## config.mk

```make
export PLATFORM = sky130hd
export DESIGN_NAME = sipo_deserializer_flat
export DESIGN_NICKNAME = d
export VERILOG_FILES = /design/src/rtl/sipo_deserializer_if.sv /design/src/rtl/sipo_deserializer.sv /design/src/flat_wrapper.sv
export SDC_FILE = /design/constraint.sdc
export NUM_CORES = 1
export LEC_CHECK = 0
export CAP_MARGIN = 10
export CORE_ASPECT_RATIO = 1.1
export CORE_UTILIZATION = 51
export DETAILED_ROUTE_END_ITERATION = 10
export GPL_TIMING_DRIVEN = 0
export PLACE_DENSITY = 0.76
export SETUP_SLACK_MARGIN = 0.5
export SLEW_MARGIN = 0
export SYNTH_ARGS = -nofsm -noshare
export SYNTH_HDL_FRONTEND = slang
export SYNTH_SLANG_ARGS = --single-unit
```

## constraint.sdc

```tcl
create_clock -name clk -period 3.3 [get_ports clk]
set_input_delay 0.495 -clock clk [delete_from_list [all_inputs] [get_ports clk]]
set_output_delay 0.495 -clock clk [all_outputs]
set_load 0.05 [all_outputs]
```

## src/rtl/sipo_deserializer_if.sv

```systemverilog
// Serial link receive-side bundle: transmitter strobe/data in, reassembled word and status out.
interface sipo_deserializer_if #(
   parameter int WIDTH = 4,
   parameter int CNT_W = 8
);
   logic             sh_ldn;
   logic             si;
   logic [WIDTH-1:0] q;
   logic             valid;
   logic             frame_err;
   logic             busy;
   logic [CNT_W-1:0] word_cnt;

   modport master (
      output sh_ldn, si,
      input  q, valid, frame_err, busy, word_cnt
   );

   modport slave (
      input  sh_ldn, si,
      output q, valid, frame_err, busy, word_cnt
   );
endinterface

```

## src/rtl/sipo_deserializer.sv

```systemverilog
// SIPO receiver: rebuilds WIDTH-bit words framed by the transmitter's load strobe (sh_ldn low).
module sipo_deserializer #(
   parameter int WIDTH     = 4,
   parameter bit MSB_FIRST = 1'b1,
   parameter int CNT_W     = 8
) (
   input  logic clk,
   input  logic rst,
   sipo_deserializer_if.slave bus
);
   localparam int BW = (WIDTH > 2) ? $clog2(WIDTH) : 1;
   localparam logic [BW-1:0]    LAST    = BW'(WIDTH - 1);
   localparam logic [CNT_W-1:0] CNT_MAX = '1;

   typedef enum logic {IDLE, RECV} state_t;

   state_t           state;
   logic [BW-1:0]    bitcnt;
   logic [WIDTH-1:0] sr;
   logic [WIDTH-1:0] sr_nxt;
   logic [WIDTH-1:0] q;
   logic             valid;
   logic             frame_err;
   logic             busy;
   logic [CNT_W-1:0] word_cnt;

   generate
      if (MSB_FIRST) begin : g_msb
         assign sr_nxt = {sr[WIDTH-2:0], bus.si};
      end else begin : g_lsb
         assign sr_nxt = {bus.si, sr[WIDTH-1:1]};
      end
   endgenerate

   always_ff @(posedge clk) begin
      if (rst) begin
         state     <= IDLE;
         bitcnt    <= '0;
         sr        <= '0;
         q         <= '0;
         valid     <= 1'b0;
         frame_err <= 1'b0;
         busy      <= 1'b0;
         word_cnt  <= '0;
      end else begin
         valid     <= 1'b0;
         frame_err <= 1'b0;
         case (state)
            IDLE: begin
               if (!bus.sh_ldn) begin
                  state  <= RECV;
                  busy   <= 1'b1;
                  bitcnt <= '0;
                  sr     <= '0;
               end
            end
            RECV: begin
               if (!bus.sh_ldn) begin
                  // A marker before any bit was taken just re-arms the frame, not an error.
                  frame_err <= (bitcnt != '0);
                  bitcnt    <= '0;
                  sr        <= '0;
               end else if (bitcnt == LAST) begin
                  q      <= sr_nxt;
                  sr     <= sr_nxt;
                  valid  <= 1'b1;
                  state  <= IDLE;
                  busy   <= 1'b0;
                  bitcnt <= '0;
                  if (word_cnt != CNT_MAX) word_cnt <= word_cnt + 1'b1;
               end else begin
                  sr     <= sr_nxt;
                  bitcnt <= bitcnt + 1'b1;
               end
            end
            default: begin
               state <= IDLE;
               busy  <= 1'b0;
            end
         endcase
      end
   end

   assign bus.q         = q;
   assign bus.valid     = valid;
   assign bus.frame_err = frame_err;
   assign bus.busy      = busy;
   assign bus.word_cnt  = word_cnt;

   always_ff @(posedge clk) begin
      if (!rst) assert (!(valid && frame_err));
   end
endmodule
```

## src/flat_wrapper.sv

```systemverilog
// flat-port wrapper written by rule: the top's interface ports become plain ports
module sipo_deserializer_flat 
#(
   parameter int WIDTH     = 4,
   parameter bit MSB_FIRST = 1'b1,
   parameter int CNT_W     = 8
)
  (clk, rst, bus_sh_ldn, bus_si, bus_q, bus_valid, bus_frame_err, bus_busy, bus_word_cnt);
  sipo_deserializer_if #(.WIDTH(WIDTH), .CNT_W(CNT_W)) bus_i ();
  input  logic clk;
  input  logic rst;
  input wire logic [$bits(bus_i.sh_ldn)-1:0] bus_sh_ldn;
  input wire logic [$bits(bus_i.si)-1:0] bus_si;
  output wire logic [$bits(bus_i.q)-1:0] bus_q;
  output wire logic [$bits(bus_i.valid)-1:0] bus_valid;
  output wire logic [$bits(bus_i.frame_err)-1:0] bus_frame_err;
  output wire logic [$bits(bus_i.busy)-1:0] bus_busy;
  output wire logic [$bits(bus_i.word_cnt)-1:0] bus_word_cnt;
  assign bus_i.sh_ldn = bus_sh_ldn;
  assign bus_i.si = bus_si;
  assign bus_q = bus_i.q;
  assign bus_valid = bus_i.valid;
  assign bus_frame_err = bus_i.frame_err;
  assign bus_busy = bus_i.busy;
  assign bus_word_cnt = bus_i.word_cnt;
  sipo_deserializer #(.WIDTH(WIDTH), .MSB_FIRST(MSB_FIRST), .CNT_W(CNT_W)) u_core (.clk(clk), .rst(rst), .bus(bus_i));
endmodule
```

==> results.py, run 1 <==
metrics = {
    "placed_design": {
        "place_congestion": 0.7070,
        "dp.cells": 127,
        "portBuffers": 17,
        "dp_slack_ns": 1.304,
        "postPlaceCellArea_um2": 1069,
        "dp_hpwl_um": 1162,
    },
    "floorplan": {
        "coreArea_um2": 1595,
        "ios": 19,
        "rows": 15,
        "initial_utilization_pct": 54.98,
        "die-height_um": 45.50,
        "die-width_um": 41.54,
        "dieArea_um2": 1890,
    },
    "setup_path": {
        "crit_type": "reg -> out",
        "critPathMaxFanout": 6,
        "max_stage_delay_ns": 0.84,
        "crit_chain": "clkdlybuf4s50_1",
        "worst-path-buf-inv": 1,
        "crit_slowest_cell": "clkdlybuf4s50_1",
        "critPathCaptureType": "primary output",
        "crit_family": "buffers and inverters",
        "worstPathArrival_ns": 1.58,
        "worstPathRequired_ns": 2.80,
        "setup.worst_path.start_class": "register",
    },
    "grt": {
        "track_usage_pct": 17.77,
        "grt_first_pass_wirelength_um": 2532,
        "grt_max_degree": 13,
        "antenna_found_initial": 0,
        "grt_pass1_vias": 599,
        "grt-ovfl-total": 0,
    },
    "finish": {
        "diodes": 0,
        "fin_area_um2": 1096,
        "drive_gt1_share_pct": 12.28,
        "stdcell_count": 131,
        "fillers": 136,
        "mostFrequentLayoutCells": "dfxtp_1 (21), clkdlybuf4s50_1 (17), nor2_1 (13)",
        "area_growth_pct": 24.96,
        "final_util_pct": 68.71,
        "nets": 122,
        "final_common_cell": "dfxtp_1",
    },
    "sta": {
        "timing.hold.ws_ns": 0.4648,
        "setup_viol": 0,
        "grt_setup_unrepaired": "false",
        "finClkSkew_ns": 0.007603,
        "fmax_mhz": 482.3,
        "slew_violations": 0,
        "period_needed_ns": 2.073,
        "final_hold_viol_count": 0,
        "worst_slew_margin_rel_pct": 66.61,
        "min_period_over_period_pct": 62.83,
        "fin_ws_ns": 1.227,
        "fin_setup_tns_ns": 0,
        "worst_slew_pin_slew_ns": 0.4993,
    },
    "power": {
        "ir_drop_uv": 239.3,
        "p_per_area_nw_per_um2": 374.5,
        "p_leak_nw": 0.4112,
        "p_total_uw": 410.4,
    },
    "clock_tree": {
        "clock-sinks": 21,
        "path_clk_slew_ns": 0.12,
        "clockBufferDepth": 2,
        "cts_resized": 0,
        "post-cts-setup-buffers": 0,
        "htree_levels": 1,
        "cts_tree": "done",
        "cts_made_buffers": 3,
        "clock_latency_ns": 0.30,
        "cts-root-buf": "clkbuf_4",
        "hold_buffers": 0,
    },
    "synthesis": {
        "ys_ff_latch": 21,
        "yosysSeqAreaShare_pct": 47.93,
        "yosysWarnings": 0,
        "synth_fp_nets": 100,
        "synth.avg_cell_area_um2": 9.431,
        "syn_area_um2": 877.1,
        "ys_types": 32,
        "syn_inst": 93,
    },
    "hold_path": {
        "hold_path_class": "reg -> reg",
    },
    "detailed_routing": {
        "dr.first_iter.drc_count": 6,
        "drc": 0,
        "routed_via_density": 5.328,
        "ant_nets": 0,
        "wl_per_cell_um": 12.30,
        "finalWirelength_um": 1611,
        "drt_pass1_iterations": 4,
        "dr_total_vias": 698,
    },
    "outcome": {
        "status": "finished clean",
    },
    "job": {
        "maxCapViolCount": 0,
    },
}
## power breakdown
part	switching, mW	internal [mW]
logic	0.0156	0.0118
clock network	0.0798	0.0452
registers	0.00148	0.257
## logic make-up after synthesis
family	synth area share (%)
xor gates and xnor gates	0.9988
adders and majority gates	4.280
DFF	47.93
AOI/OAI and AO/OA	10.84
and+or+nand+nor	24.25
buffers and inverters	4.708
muxes	6.990
## state kept, by name (all words and copies together) (netlist names)
register,cells
u_core.bus.busy,1
u_core.bitcnt,2
u_core.bus.frame_err,1
u_core.sr,3
u_core.bus.q,4
u_core.state,1
u_core.bus.valid,1
u_core.bus.word_cnt,8
## per-layer routing
metal  wire (um)  GRT usage, %  vias up
met3          51         2.381        2
met1         755         20.84      315
met2         793         30.94       13
li1            -             -      368
met5           0             0        -
met4          10         11.61        0
## cell usage after synthesis, drive strengths merged
| library cell | number | area, um^2 |
|---|---|---|
| dfxtp | 21 | 420.4 |
| nor2 | 14 | 55.06 |
| nand2 | 10 | 37.54 |
| a21oi | 8 | 40.04 |
| mux2i | 5 | 50.05 |
| and3 | 3 | 23.77 |
| ha | 3 | 37.54 |
| inv | 3 | 11.26 |
| nor3 | 3 | 20.02 |
| a211oi | 2 | 15.01 |
| and2 | 2 | 13.77 |
| and4 | 2 | 18.77 |
| buf | 2 | 22.52 |
| clkbuf | 2 | 7.510 |
| nand3 | 2 | 15.01 |
| a311oi | 1 | 8.760 |
| a31o | 1 | 8.760 |
| a41o | 1 | 10.01 |
| mux2 | 1 | 11.26 |
| nand2b | 1 | 6.260 |
| nand4 | 1 | 6.260 |
| nor4b | 1 | 8.760 |
| o21a | 1 | 7.510 |
| o21ai | 1 | 5.000 |
| or2b | 1 | 7.510 |
| xor2 | 1 | 8.760 |
## layout make-up
type	instances	area, um^2	share of cell area [%]
Sequential cell	21	420.4	38.36
Inverter	3	11.26	1.027
Clock buffer	3	22.52	2.055
Buffer	4	30.03	2.740
Multi-Input combinational cell	65	415.4	37.90
Clock inverter	1	5.005	0.4566
Tap cell	17	21.27	1.941
Timing Repair Buffer	17	170.2	15.53
## worst reg2reg max path, stage by stage, from the launching register on
cell	delay [ns]
dfxtp_1	0.38
ha_1	0.21
nand3_2	0.19
nor2_2	0.26
a21oi_1	0.10
a311oi_1	0.23
## worst paths after layout
kind                                              from                      to  slack [ns]  cells after the start
worst min register to register         u_core.bus.q[2]         u_core.bus.q[2]        0.46                      2
worst max-delay path            u_core.bus.word_cnt[2]         bus_word_cnt[2]        1.23                      1
worst max register to register        u_core.bitcnt[1]  u_core.bus.word_cnt[5]        1.85                      5
worst min-delay path                   u_core.bus.q[2]         u_core.bus.q[2]        0.46                      2
Power figures use the tool's default switching activity.
==> inputs of run 2 (changes only) <==
--- a/config.mk
+++ b/config.mk
@@ -7,10 +7,10 @@
 export LEC_CHECK = 0
 export CAP_MARGIN = 10
 export CORE_ASPECT_RATIO = 1.1
-export CORE_UTILIZATION = 51
+export CORE_UTILIZATION = 48
 export DETAILED_ROUTE_END_ITERATION = 10
 export GPL_TIMING_DRIVEN = 0
-export PLACE_DENSITY = 0.76
+export PLACE_DENSITY = 0.72
 export SETUP_SLACK_MARGIN = 0.5
 export SLEW_MARGIN = 0
 export SYNTH_ARGS = -nofsm -noshare
==> constraint.sdc (replaced) <==
create_clock -name clk -period 2.15 [get_ports clk]
set_input_delay 0.3225 -clock clk [delete_from_list [all_inputs] [get_ports clk]]
set_output_delay 0.3225 -clock clk [all_outputs]
set_load 0.05 [all_outputs]
==> results.py, run 2 (same netlist as run 1, synthesis figures left out) <==
metrics = {
    "outcome": {
        "status": "finished clean",
    },
    "power": {
        "p_sw_uw": 141.9,
        "ir_drop_uv": 506.0,
        "swShare_pct": 22.72,
        "p_leak_nw": 0.4725,
        "p_seq_share_pct": 63.4,
        "p_per_area_nw_per_um2": 576.7,
        "p_comb_share_pct": 6.7,
        "internal-power_uw": 482.9,
        "clock_power_share_pct": 30.0,
    },
    "placed_design": {
        "portBuffers": 17,
        "dp_hpwl_um": 1162,
        "place_congestion": 0.7271,
        "postPlaceCellArea_um2": 1069,
    },
    "grt": {
        "grt_use_met2_pct": 28.48,
        "grtUsageMet1_pct": 23.81,
        "grt_pass1_vias": 602,
        "grt_first_pass_wirelength_um": 2642,
        "grt.busiest_layer": "met2",
        "grt_max_degree": 12,
        "grt-ovfl-total": 0,
        "antenna_found_initial": 0,
        "met3_usage_pct": 2.308,
        "track_usage_pct": 17.77,
    },
    "detailed_routing": {
        "finalWirelength_um": 1602,
        "dr.first_iter.drc_count": 13,
        "routed_via_density": 5.496,
        "dr_total_vias": 720,
        "drt_pass1_iterations": 4,
        "drc": 0,
        "ant_nets": 0,
        "wl_per_cell_um": 12.23,
    },
    "floorplan": {
        "coreArea_um2": 1633,
        "die-height_um": 46.84,
        "rows": 15,
        "die-width_um": 42.76,
        "initial_utilization_pct": 53.72,
        "ios": 19,
        "dieArea_um2": 2002,
    },
    "setup_path": {
        "crit_chain": "dlygate4sd2_1",
        "rr_worst_depth": 6,
        "crit_family": "buffers and inverters",
        "crit_type": "reg -> out",
        "cp.depth": 1,
        "critPathMaxFanout": 6,
        "worstPathArrival_ns": 1.26,
        "worst-path-buf-inv": 1,
        "worstPathRequired_ns": 1.83,
        "crit_slowest_cell": "dlygate4sd2_1",
        "critPathCaptureType": "primary output",
        "max_stage_delay_ns": 0.55,
        "setup.worst_path.start_class": "register",
    },
    "sta": {
        "worst_slew_pin_slew_ns": 0.5044,
        "finClkSkew_ns": 0.001055,
        "timing.hold.ws_ns": 0.4404,
        "worst_slew_margin_rel_pct": 66.37,
        "period_needed_ns": 1.583,
        "fin_setup_tns_ns": 0,
        "min_period_over_period_pct": 73.64,
        "setup_viol": 0,
        "grt_setup_unrepaired": "false",
        "fmax_mhz": 631.6,
        "final_hold_viol_count": 0,
        "slew_violations": 0,
    },
    "finish": {
        "largest_register_ffs": 8,
        "fin_area_um2": 1084,
        "mostFrequentLayoutCells": "dfxtp_1 (21), nor2_1 (13), dlygate4sd2_1 (13)",
        "fillers": 153,
        "largestRegisters": "u_core.bus.word_cnt (8), u_core.bus.q (4), u_core.sr (3)",
        "diodes": 0,
        "final_util_pct": 66.36,
        "area_growth_pct": 23.54,
        "top_register": "u_core.bus.word_cnt",
        "final_common_cell": "dfxtp_1",
        "drive_gt1_share_pct": 11.40,
        "nets": 122,
    },
    "job": {
        "maxCapViolCount": 0,
    },
    "clock_tree": {
        "path_clk_slew_ns": 0.11,
        "post-cts-setup-buffers": 0,
        "cts_resized": 15,
        "clock_latency_ns": 0.29,
        "cts_made_buffers": 3,
        "clock-sinks": 21,
        "hold_buffers": 0,
        "cts_tree": "done",
        "clockBufferDepth": 2,
        "cts-root-buf": "clkbuf_4",
        "htree_levels": 1,
    },
    "hold_path": {
        "hold_path_class": "in -> reg",
        "min_path_cells": 2,
    },
}
==> run 2: cell count changes in the layout (fill, tap and decap cells not counted) <==
cell             change
nor2_4               +1
dlygate4sd2_1       +13
clkdlybuf4s15_1      +2
clkdlybuf4s50_1     -15
clkinv_2             -1
clkbuf_1             +1
nor2_2               -1
==> run 2: cell type report <==
cell class                      instances  area, um^2  area share (%)
Timing Repair Buffer                   17       153.9           14.20
Buffer                                  4       30.03           2.771
Clock buffer                            4       26.28           2.425
Multi-Input combinational cell         65       420.4           38.80
Sequential cell                        21       420.4           38.80
Inverter                                3       11.26           1.039
Tap cell                               17       21.27           1.963
==> run 2: metal layers <==
layer	up-vias	share of wire [%]
met5	-	0
met4	0	0.62
met3	2	5.2
met2	24	43
met1	331	51
li1	363	-
==> run 2: power groups by stage <==
stage | clock network (mW) | registers (mW) | logic, mW
finish | 0.187 | 0.396 | 0.0416
global route | 0.204 | 0.396 | 0.0451
CTS | 0.191 | 0.396 | 0.0417
detailed placement | 0 | 0.405 | 0.0427
global placement | 0 | 0.405 | 0.0417
floorplan | 0 | 0.410 | 0.0234
==> run 2: worst paths after layout <==
check / slack, ns / end / from
setup reg to reg: 0.74 / u_core.bus.word_cnt[4] / u_core.bitcnt[0]
hold / removal: 0.44 / u_core.bus.word_cnt[3] / rst
hold reg to reg: 0.46 / u_core.bus.q[2] / u_core.bus.q[2]
setup / recovery: 0.57 / bus_word_cnt[3] / u_core.bus.word_cnt[3]
==> run 2: stage by stage <==
stage / setup WS [ns] / std cells / total power, mW
floorplan: 0.5347 / 93 / 0.4337
global placement: 0.3618 / 127 / 0.4462
detailed placement: 0.3312 / 127 / 0.4474
CTS: 0.5470 / 131 / 0.6286
global route: 0.5057 / 131 / 0.6452
finish: 0.5667 / 131 / 0.6248
